**src/rtl/water_dispense_sequencer_pkg.sv**
```systemverilog
// Shared types and default constants for the water dispense sequencer.
// The optional pause feature is enabled by defining WATER_DISPENSE_PAUSE_EN.
package water_dispenser_pkg;

  localparam int DEFAULT_TIME_WIDTH       = 16;
  localparam int DEFAULT_TICKS_PER_SECOND = 1000;
  localparam int DEFAULT_PRIME_CYCLES     = 50;

  typedef enum logic [2:0] {
    ST_IDLE,
    ST_PRIME,
    ST_DISPENSE,
    ST_PAUSED,
    ST_DONE
  } state_t;

  // Counter width that stays at least one bit for tiny terminal counts.
  function automatic int cnt_width(input int terminal);
    return (terminal <= 1) ? 1 : $clog2(terminal);
  endfunction

endpackage

```
**src/rtl/water_dispense_sequencer_if.sv**
```systemverilog
// Control/status bundle between a dispenser controller and the sequencer.
// The pause line is only honoured when WATER_DISPENSE_PAUSE_EN is defined.
interface water_dispense_sequencer_if #(
  parameter int TIME_WIDTH = water_dispenser_pkg::DEFAULT_TIME_WIDTH
) ();

  logic                  start;
  logic [TIME_WIDTH-1:0] start_time;
  logic                  cancel;
  logic                  pause;
  logic                  pump_on;
  logic                  valve_open;
  logic                  busy;
  logic                  done;
  logic                  aborted;
  logic [TIME_WIDTH-1:0] remaining_time;

  modport master (
    output start, start_time, cancel, pause,
    input  pump_on, valve_open, busy, done, aborted, remaining_time
  );

  modport slave (
    input  start, start_time, cancel, pause,
    output pump_on, valve_open, busy, done, aborted, remaining_time
  );

endinterface

```
**src/rtl/water_dispense_sequencer_prescaler.sv**
```systemverilog
// Divides the clock down to a one-cycle tick every TICKS_PER_SECOND enabled cycles.
// Holding enable low freezes the count; clear restarts it from zero.
module second_tick_prescaler
  import water_dispenser_pkg::*;
#(
  parameter int TICKS_PER_SECOND = DEFAULT_TICKS_PER_SECOND
) (
  input  logic clock,
  input  logic reset,
  input  logic enable,
  input  logic clear,
  output logic tick
);

  localparam int CW = cnt_width(TICKS_PER_SECOND);
  localparam logic [CW-1:0] LAST = CW'(TICKS_PER_SECOND - 1);

  logic [CW-1:0] r_count;

  assign tick = enable && (r_count == LAST);

  always_ff @(posedge clock or negedge reset) begin
    if (!reset) begin
      r_count <= '0;
    end else if (clear) begin
      r_count <= '0;
    end else if (enable) begin
      r_count <= (r_count == LAST) ? '0 : r_count + CW'(1);
    end
  end

endmodule

```
**src/rtl/water_dispense_sequencer.sv**
```systemverilog
// Pump/valve sequencer: prime the pump, dispense for N seconds, then signal done.
// Define WATER_DISPENSE_PAUSE_EN to let the pause input hold a dispense mid-second.
module water_dispense_sequencer
  import water_dispenser_pkg::*;
#(
  parameter int TIME_WIDTH       = DEFAULT_TIME_WIDTH,
  parameter int TICKS_PER_SECOND = DEFAULT_TICKS_PER_SECOND,
  parameter int PRIME_CYCLES     = DEFAULT_PRIME_CYCLES
) (
  input logic                       clock,
  input logic                       reset,
  water_dispense_sequencer_if.slave bus
);

  localparam int PW = cnt_width(PRIME_CYCLES);
  localparam logic [PW-1:0] PRIME_LAST = PW'(PRIME_CYCLES - 1);

  state_t                r_state;
  state_t                w_state_next;
  logic [TIME_WIDTH-1:0] r_remaining;
  logic [TIME_WIDTH-1:0] w_remaining_next;
  logic [PW-1:0]         r_prime_cnt;
  logic [PW-1:0]         w_prime_cnt_next;
  logic                  r_aborted;
  logic                  w_aborted_next;
  logic                  w_tick;
  logic                  w_pause_req;
  logic                  w_ps_enable;
  logic                  w_ps_clear;

`ifdef WATER_DISPENSE_PAUSE_EN
  assign w_pause_req = bus.pause;
`else
  assign w_pause_req = bus.pause & 1'b0;
`endif

  // Prescaler runs only while dispensing, holds its count while paused.
  assign w_ps_enable = (r_state == ST_DISPENSE);
  assign w_ps_clear  = (r_state != ST_DISPENSE) && (r_state != ST_PAUSED);

  second_tick_prescaler #(
    .TICKS_PER_SECOND(TICKS_PER_SECOND)
  ) u_prescaler (
    .clock (clock),
    .reset (reset),
    .enable(w_ps_enable),
    .clear (w_ps_clear),
    .tick  (w_tick)
  );

  always_ff @(posedge clock or negedge reset) begin
    if (!reset) begin
      r_state     <= ST_IDLE;
      r_remaining <= '0;
      r_prime_cnt <= '0;
      r_aborted   <= 1'b0;
    end else begin
      r_state     <= w_state_next;
      r_remaining <= w_remaining_next;
      r_prime_cnt <= w_prime_cnt_next;
      r_aborted   <= w_aborted_next;
    end
  end

  always_comb begin
    w_state_next     = r_state;
    w_remaining_next = r_remaining;
    w_prime_cnt_next = '0;
    w_aborted_next   = 1'b0;

    case (r_state)
      ST_IDLE: begin
        if (bus.start && !bus.cancel) begin
          if (bus.start_time != '0) begin
            w_state_next     = ST_PRIME;
            w_remaining_next = bus.start_time;
          end else begin
            w_state_next = ST_DONE;
          end
        end
      end

      ST_PRIME: begin
        if (bus.cancel) begin
          w_state_next     = ST_IDLE;
          w_remaining_next = '0;
          w_aborted_next   = 1'b1;
        end else if (r_prime_cnt == PRIME_LAST) begin
          w_state_next = ST_DISPENSE;
        end else begin
          w_prime_cnt_next = r_prime_cnt + PW'(1);
        end
      end

      ST_DISPENSE: begin
        if (bus.cancel) begin
          w_state_next     = ST_IDLE;
          w_remaining_next = '0;
          w_aborted_next   = 1'b1;
        end else if (w_tick && (r_remaining <= TIME_WIDTH'(1))) begin
          w_state_next     = ST_DONE;
          w_remaining_next = '0;
        end else begin
          if (w_tick) begin
            w_remaining_next = r_remaining - TIME_WIDTH'(1);
          end
          if (w_pause_req) begin
            w_state_next = ST_PAUSED;
          end
        end
      end

      ST_PAUSED: begin
        if (bus.cancel) begin
          w_state_next     = ST_IDLE;
          w_remaining_next = '0;
          w_aborted_next   = 1'b1;
        end else if (!w_pause_req) begin
          w_state_next = ST_DISPENSE;
        end
      end

      ST_DONE: begin
        w_state_next = ST_IDLE;
      end

      default: begin
        w_state_next     = ST_IDLE;
        w_remaining_next = '0;
      end
    endcase
  end

  assign bus.busy           = (r_state != ST_IDLE);
  assign bus.pump_on        = (r_state == ST_PRIME) || (r_state == ST_DISPENSE) || (r_state == ST_PAUSED);
  assign bus.valve_open     = (r_state == ST_DISPENSE);
  assign bus.done           = (r_state == ST_DONE);
  assign bus.aborted        = r_aborted;
  assign bus.remaining_time = r_remaining;

endmodule
```
**src/flat_wrapper.sv**
```systemverilog
// flat-port wrapper written by rule: the top's interface ports become plain ports
module water_dispense_sequencer_flat import water_dispenser_pkg::*;
#(
  parameter int TIME_WIDTH       = DEFAULT_TIME_WIDTH,
  parameter int TICKS_PER_SECOND = DEFAULT_TICKS_PER_SECOND,
  parameter int PRIME_CYCLES     = DEFAULT_PRIME_CYCLES
)
  (clock, reset, bus_start, bus_start_time, bus_cancel, bus_pause, bus_pump_on, bus_valve_open, bus_busy, bus_done, bus_aborted, bus_remaining_time);
  water_dispense_sequencer_if #(.TIME_WIDTH(TIME_WIDTH)) bus_i ();
  input logic clock;
  input logic reset;
  input wire logic [$bits(bus_i.start)-1:0] bus_start;
  input wire logic [$bits(bus_i.start_time)-1:0] bus_start_time;
  input wire logic [$bits(bus_i.cancel)-1:0] bus_cancel;
  input wire logic [$bits(bus_i.pause)-1:0] bus_pause;
  output wire logic [$bits(bus_i.pump_on)-1:0] bus_pump_on;
  output wire logic [$bits(bus_i.valve_open)-1:0] bus_valve_open;
  output wire logic [$bits(bus_i.busy)-1:0] bus_busy;
  output wire logic [$bits(bus_i.done)-1:0] bus_done;
  output wire logic [$bits(bus_i.aborted)-1:0] bus_aborted;
  output wire logic [$bits(bus_i.remaining_time)-1:0] bus_remaining_time;
  assign bus_i.start = bus_start;
  assign bus_i.start_time = bus_start_time;
  assign bus_i.cancel = bus_cancel;
  assign bus_i.pause = bus_pause;
  assign bus_pump_on = bus_i.pump_on;
  assign bus_valve_open = bus_i.valve_open;
  assign bus_busy = bus_i.busy;
  assign bus_done = bus_i.done;
  assign bus_aborted = bus_i.aborted;
  assign bus_remaining_time = bus_i.remaining_time;
  water_dispense_sequencer #(.TIME_WIDTH(TIME_WIDTH), .TICKS_PER_SECOND(TICKS_PER_SECOND), .PRIME_CYCLES(PRIME_CYCLES)) u_core (.clock(clock), .reset(reset), .bus(bus_i));
endmodule
```
**config.mk**
```make
export PLATFORM = sky130hd
export DESIGN_NAME = water_dispense_sequencer_flat
export DESIGN_NICKNAME = d
export VERILOG_FILES = /design/src/rtl/water_dispense_sequencer_pkg.sv /design/src/rtl/water_dispense_sequencer_if.sv /design/src/rtl/water_dispense_sequencer_prescaler.sv /design/src/rtl/water_dispense_sequencer.sv /design/src/flat_wrapper.sv
export SDC_FILE = /design/constraint.sdc
export NUM_CORES = 1
export LEC_CHECK = 0
export BUFFER_PORTS_ARGS = -buffer_cell sky130_fd_sc_hd__buf_4
export CAP_MARGIN = 20
export CORE_MARGIN = 2
export CORE_UTILIZATION = 35
export DETAILED_ROUTE_END_ITERATION = 10
export GPL_ROUTABILITY_DRIVEN = 0
export MAX_ROUTING_LAYER = met4
export PLACE_DENSITY = 0.59
export SYNTH_ARGS = -nofsm -noshare
export SYNTH_HDL_FRONTEND = slang
export SYNTH_SLANG_ARGS = --single-unit
```
**constraint.sdc**
```tcl
create_clock -name clock -period 3.33 [get_ports clock]
set_clock_uncertainty 0.2 [all_clocks]
set_input_delay 0.4995 -clock clock [delete_from_list [all_inputs] [get_ports clock]]
set_output_delay 0.4995 -clock clock [all_outputs]
set_load 0.1 [all_outputs]
```
# After elaboration in Yosys (flattened, before gate mapping)
# Cells that the tools add are included.
# word_totals
ff_bits	36
inputBits	21
out_inout_bits	21
wordCells	62
# classes
add_sub_neg	3
order_cmp	1
n_eq_ne	14
muxes	23
bitwise	1
reduce_logical	15
# ops
operator	n
$mux W16	6
$pmux W16 S4	1
$mux W10	3
$mux W3	6
$mux W6	3
$le A16 B1 Y1 const B	1
$reduce_bool A16 Y1	1
$sub A16 B1 Y16 const B	1
$ne A3 B2 Y1 const B	4
$pmux W3 S4	1
$add A10 B1 Y10 const B	1
$eq A10 B10 Y1 const B	1
$add A6 B1 Y6 const B	1
$eq A3 B2 Y1 const B	2
$eq A6 B6 Y1 const B	1
$ne A2 B1 Y1 const B	3
$reduce_and A5 Y1	1
$logic_and A1 B1 Y1	4
$ne A4 B2 Y1 const B	1
$eq A3 B1 Y1 const B	1
$eq A3 B3 Y1 const B	1
$logic_not A3 Y1	1
$reduce_and A3 Y1	1
$reduce_bool A3 Y1	1
8 further kinds	10

# Longest topological paths before layout
# logic_depth
depth_word	6
ltp_mapped	8
ltp_nobuf	7

# By module
# Synthesis repeated with hierarchy kept, for this count alone.
# unflattened
cells_unflattened	246
hier_area_um2	2212.1
# by_module_without_submodules
module	instances	cells_each	area_per_inst_um2	seq_area_each_um2
water_dispense_sequencer	1	185	1642.8	650.6
second_tick_prescaler	1	61	569.3	250.2

# Worst setup path after synthesis
# OpenSTA, ideal clock, no wires.
# synth_timing
kind	register to register
start	register u_core.r_remaining[0], in the netlist u_core.bus.remaining_time[0]
end	register u_core.r_remaining[10], in the netlist u_core.bus.remaining_time[10]
setup_time_ps	66
arrival_ps	2510
required_ps	3064
path_slack_ps	554
stages_incl_launch_ff	7
path_buffers	0
synth_period_minus_slack_ps	2776
path_cell_list	dfrtp_1 inv_1 ha_1 o21ai_1 o21ai_1 o31ai_1 a22o_1
# synth_via
elab_chain_len	5
word_cells_on_any_way	9
cone_classes	add/sub (1); order compare (1); eq/ne (1); mux (4); reduce/logical (2)
# synth_rtl
item	line	text
start: declaration	water_dispense_sequencer.sv:20	logic [TIME_WIDTH-1:0] r_remaining;
start signal: assignment	water_dispense_sequencer.sv:59	r_remaining <= w_remaining_next;
$sub A16 B1 Y16 / $le A16 B1 Y1 (equally long branches)	water_dispense_sequencer.sv:105, water_dispense_sequencer.sv:100	
$mux W16 / $logic_and A1 B1 Y1 (equally long branches)	water_dispense_sequencer.sv:104, water_dispense_sequencer.sv:100	
$mux W16	water_dispense_sequencer.sv:100	end else if (w_tick && (r_remaining <= TIME_WIDTH'(1))) begin
$mux W16	water_dispense_sequencer.sv:96	if (bus.cancel) begin
$pmux W16 S4	water_dispense_sequencer.sv:71	case (r_state)
# Several ways; a longest one is shown, not always the timed one. The select of a mux whose other input is x is not followed.
# A chain may end at the register's enable or synchronous reset.

# Worst setup path after layout
# layout_timing
start	register u_core.u_prescaler.r_count[0]
end	register u_core.r_remaining[4], in the netlist u_core.bus.remaining_time[4]
# layout_via
elab_chain_len	6
word_cells_on_any_way	8
cone_classes	eq/ne (2); mux (3); reduce/logical (3)
# layout_rtl
item	line	text
start: declaration	water_dispense_sequencer_prescaler.sv:18	logic [CW-1:0] r_count;
start signal: assignment	water_dispense_sequencer_prescaler.sv:28	r_count <= (r_count == LAST) ? '0 : r_count + CW'(1);
$eq A10 B10 Y1 *	water_dispense_sequencer_prescaler.sv:20	assign tick = enable && (r_count == LAST);
$logic_and A1 B1 Y1 *	water_dispense_sequencer_prescaler.sv:20	
$logic_and A1 B1 Y1	water_dispense_sequencer.sv:100	
$mux W16	water_dispense_sequencer.sv:100	
$mux W16	water_dispense_sequencer.sv:96	
$pmux W16 S4	water_dispense_sequencer.sv:71	
# Mark *: on every way between the ends. The rest lies on a longest branch, timed or not.

==> results.md <==
- Congestion Overflow GR: 0
- Shortest period the worst path allows: 2.63 ns
- Worst voltage drop across the vdd grid: 0.651 mV
- Wirelength, routed: 6090 um
- Cell Area, Synth: 2260 um2
- Number of clock sinks: 36
- Origin of the critical flop-to-flop path: u_core.u_prescaler.r_count[0]
- Unrepaired setup endpoints after global routing: no
- Worst hold-check slack: 0.261 ns
- Area added between synthesis and finish: 22.4%
- Depth of the worst register-to-register path: 6
- Number of buffers and inverters on the critical path: 0
- Avg Vias per Cell: 5.66
- Root buf cell: sky130_fd_sc_hd__clkbuf_8
- Part of the cycle the worst path needs: 0.789
- Maximum clock frequency: 0.380 GHz
- Crit end category: flip-flop
- CP max FO: 7
- Number of antenna violations at the first check in global routing: 0
- Worst path top cell family by delay: simple AND/OR/NAND/NOR gates
- Slack of the critical path: 0.701 ns
- Crit Path Class: reg2reg
- Detailed router's first-iteration violation count: 117
- Slew of the pin with the lowest slew margin: 0.579 ns
- Estimated wirelength of the detail-placed design: 4500 um
- Clk Latency, worst-skew pair: 0.29 ns
- Share of final-layout standard cells stronger than drive strength 1: 0.216
- Biggest area consumer among synthesized cells: sky130_fd_sc_hd__dfrtp_1
- Length of the first detailed-routing pass in iterations: 4
- Number of global-route vias before repair: 2075
- Fraction of registers with async set/reset: 1.00
- Leakage power: 1.16 nW
- Number of buffers added on ports: 40
- Post-Layout Cell Count: 373
- Sequential cell area: 901 um2
- Wire length of the first global-routing pass: 10400 um
- Die span in y: 84.3 um
- Starting density of the core: 0.359
- Library cell contributing the largest single delay on the critical path: sky130_fd_sc_hd__or3_1
- Post-Place Cell Area: 2640 um2
- Area of the die: 7100 um2
- Die outline width: 84.3 um
- N_diodes: 0
- Final setup viols: 0
- Min-Delay Path Depth: 2
- Longest Clk Path Bufs: 2
- Signal arrival time at the worst endpoint: 2.64 ns
- Std-Cell Rows: 29
- Worst hold path startpoint: bus_start_time[13]
- Required time reported for the critical path endpoint: 3.34 ns
- Core area: 6280 um2
- Result of the run: complete, no violations
- Quantity of hold-fixing buffers added after cts: 1
- Post-detailed-route count of antenna-violating nets: 0
- Largest cells by area after synthesis: sky130_fd_sc_hd__dfrtp_1, sky130_fd_sc_hd__nor2_1, sky130_fd_sc_hd__nand2_1
- DR vias: 2113
- Area of combinational cells with multiple inputs: 1280 um2
- Total global-route track usage: 0.185
- Total of max-cap violations: 0
- Prevailing post-synth register cell: sky130_fd_sc_hd__dfrtp_1
- Setup slack at placement: 0.698 ns
- Largest net degree at the start of global routing: 37
- Number of nets at the end of the flow: 321
- Share of the yosys chip area belonging to registers: 0.399
- Area share of the leading cell type in the synthesized netlist: 0.399
- First element of the critical path: u_core.u_prescaler.r_count[0]
- Yosys Warn Count: 0
- Post-CTS clock slew at the launch and capture registers of the worst setup and hold paths: 0.08 ns
- TNS Setup: 0 ns
- Post-Syn Area per Cell: 9.02 um2
- Post-cts resize count: 0
- Placed insts: 364
- Startpoint kind of the worst setup timing path: flip-flop
- Total number of cells along the worst setup path: 6
- Post-Syn Instances: 250
- Post-synthesis register bit count: 36
- Fillcell total: 654
- Power density over cell area: 915 nW/um2
- Max-slew violation count: 0
- Worst stage delay on the critical path: 0.51 ns
- Ports: 42
- CTS tree: yes
- Depth of the CTS H-tree: 2
- Post-detailed-route wirelength per cell: 16.3 um
- Cell chain of the critical path: ha_1 > nand4bb_2 > nor3_2 > o221ai_2 > or3_1 > o22ai_1
- Post-synth EDFFs: 0
- TritonCTS buffer count: 5
- Post-layout total power: 2.53 mW
- Final Util: 0.440
- Hold Violations, Final: 0
- Distinct cells, synth: 54
- Hold Path Class: in2reg
- Post-route DRC violation count: 0
- Rel. slew slack: 0.611
- Synthesized Nets: 276
- Post-CTS Setup Bufs: 0
- Final std cell area, no fill: 2760 um2
[layer usage]
layer / GRT usage / wire (um) / up-vias
met1: 0.246 / 2910 / 1026
met3: 0.0364 / 271 / 6
met4: 0.0440 / 48 / 0
met2: 0.293 / 2870 / 49
li1: - / - / 1032
met5: - / 0 / -
[layout by cell type (no fill, tap or decap), types with 2 or more instances in the layout]
cell type                   instances
sky130_fd_sc_hd__xnor2_1            4
sky130_fd_sc_hd__or3b_1             3
sky130_fd_sc_hd__o31ai_1            2
sky130_fd_sc_hd__xor2_1             7
sky130_fd_sc_hd__o2bb2ai_1          2
sky130_fd_sc_hd__nand3b_1           2
sky130_fd_sc_hd__or3_1              3
sky130_fd_sc_hd__nand3_1           10
sky130_fd_sc_hd__nand2b_1           2
sky130_fd_sc_hd__nor2_1            32
sky130_fd_sc_hd__nand4_1            6
sky130_fd_sc_hd__a22oi_1            2
sky130_fd_sc_hd__dfrtp_1           36
sky130_fd_sc_hd__a2bb2oi_1          4
sky130_fd_sc_hd__ha_1               5
sky130_fd_sc_hd__a22o_1             7
sky130_fd_sc_hd__nor2b_1            3
sky130_fd_sc_hd__clkbuf_8           5
sky130_fd_sc_hd__o21ai_0           10
sky130_fd_sc_hd__o21ai_1           10
sky130_fd_sc_hd__buf_4             42
sky130_fd_sc_hd__nand2_1           23
sky130_fd_sc_hd__and2_1             2
sky130_fd_sc_hd__o22ai_1            4
sky130_fd_sc_hd__o211ai_1           2
sky130_fd_sc_hd__a32o_1             3
sky130_fd_sc_hd__a21oi_1            6
sky130_fd_sc_hd__nor4_1             7
sky130_fd_sc_hd__inv_1             11
sky130_fd_sc_hd__nor3_2             4
sky130_fd_sc_hd__o41ai_1            4
sky130_fd_sc_hd__nor3_1             6
[cells in the mapped netlist (3+ instances only)]
master / number
sky130_fd_sc_hd__or3_1: 3
sky130_fd_sc_hd__ha_1: 5
sky130_fd_sc_hd__or3b_1: 3
sky130_fd_sc_hd__a21oi_1: 6
sky130_fd_sc_hd__nand2_1: 23
sky130_fd_sc_hd__nand4_1: 6
sky130_fd_sc_hd__buf_2: 5
sky130_fd_sc_hd__o21ai_1: 10
sky130_fd_sc_hd__xor2_1: 7
sky130_fd_sc_hd__nor4_1: 7
sky130_fd_sc_hd__nand3_1: 10
sky130_fd_sc_hd__nor2b_1: 3
sky130_fd_sc_hd__o41ai_1: 4
sky130_fd_sc_hd__a32o_1: 3
sky130_fd_sc_hd__o22ai_1: 4
sky130_fd_sc_hd__a2bb2oi_1: 4
sky130_fd_sc_hd__inv_1: 11
sky130_fd_sc_hd__o21ai_0: 10
sky130_fd_sc_hd__nor3_1: 6
sky130_fd_sc_hd__nor2_1: 32
sky130_fd_sc_hd__dfrtp_1: 36
sky130_fd_sc_hd__a22o_1: 7
sky130_fd_sc_hd__nor3_2: 4
sky130_fd_sc_hd__xnor2_1: 4
[where the power goes]
part           total [mW]  internal (mW)  switching (mW)
clock network       0.387          0.222           0.165
logic                1.46          0.362            1.09
registers           0.682          0.525           0.157
total                2.53           1.11            1.42
[path summary, 6_finish.rpt]
| kind | slack (ns) | end |
|---|---|---|
| worst max-delay path | 0.70 | u_core.bus.remaining_time[4] |
| worst min-delay path | 0.26 | u_core.bus.remaining_time[13] |
| worst max register to register | 0.70 | u_core.bus.remaining_time[4] |
| worst min register to register | 0.30 | u_core.r_prime_cnt[0] |
| max in group asynchronous | 2.10 | u_core.r_prime_cnt[2] |
| min in group asynchronous | 0.50 | u_core.bus.remaining_time[5] |
[state kept, by name, summed over array words and instances (netlist names)]
name and count:
u_core.bus.remaining_time 16, u_core.r_prime_cnt 6, u_core.bus.aborted 1, u_core.u_prescaler.r_count 10, u_core.r_state 3
[cell type report]
type / count / share of cell area
Tap cell: 77 / 0.0349
Multi-Input combinational cell: 197 / 0.466
Timing Repair Buffer: 43 / 0.118
Clock buffer: 6 / 0.0263
Clock inverter: 2 / 0.0127
Sequential cell: 36 / 0.326
Inverter: 12 / 0.0163
[cells by family (layout without fill, tap and decap cells)]
family          after synthesis  count (layout)  share of synthesized area
buf+inv                      17              63                     0.0311
xor+xnor                     11              11                     0.0427
simple gates                114             114                      0.278
flops                        36              36                      0.399
compound gates               67              67                      0.221
fa+ha+maj                     5               5                     0.0277
Note: power is estimated with default switching activity, not from simulation.
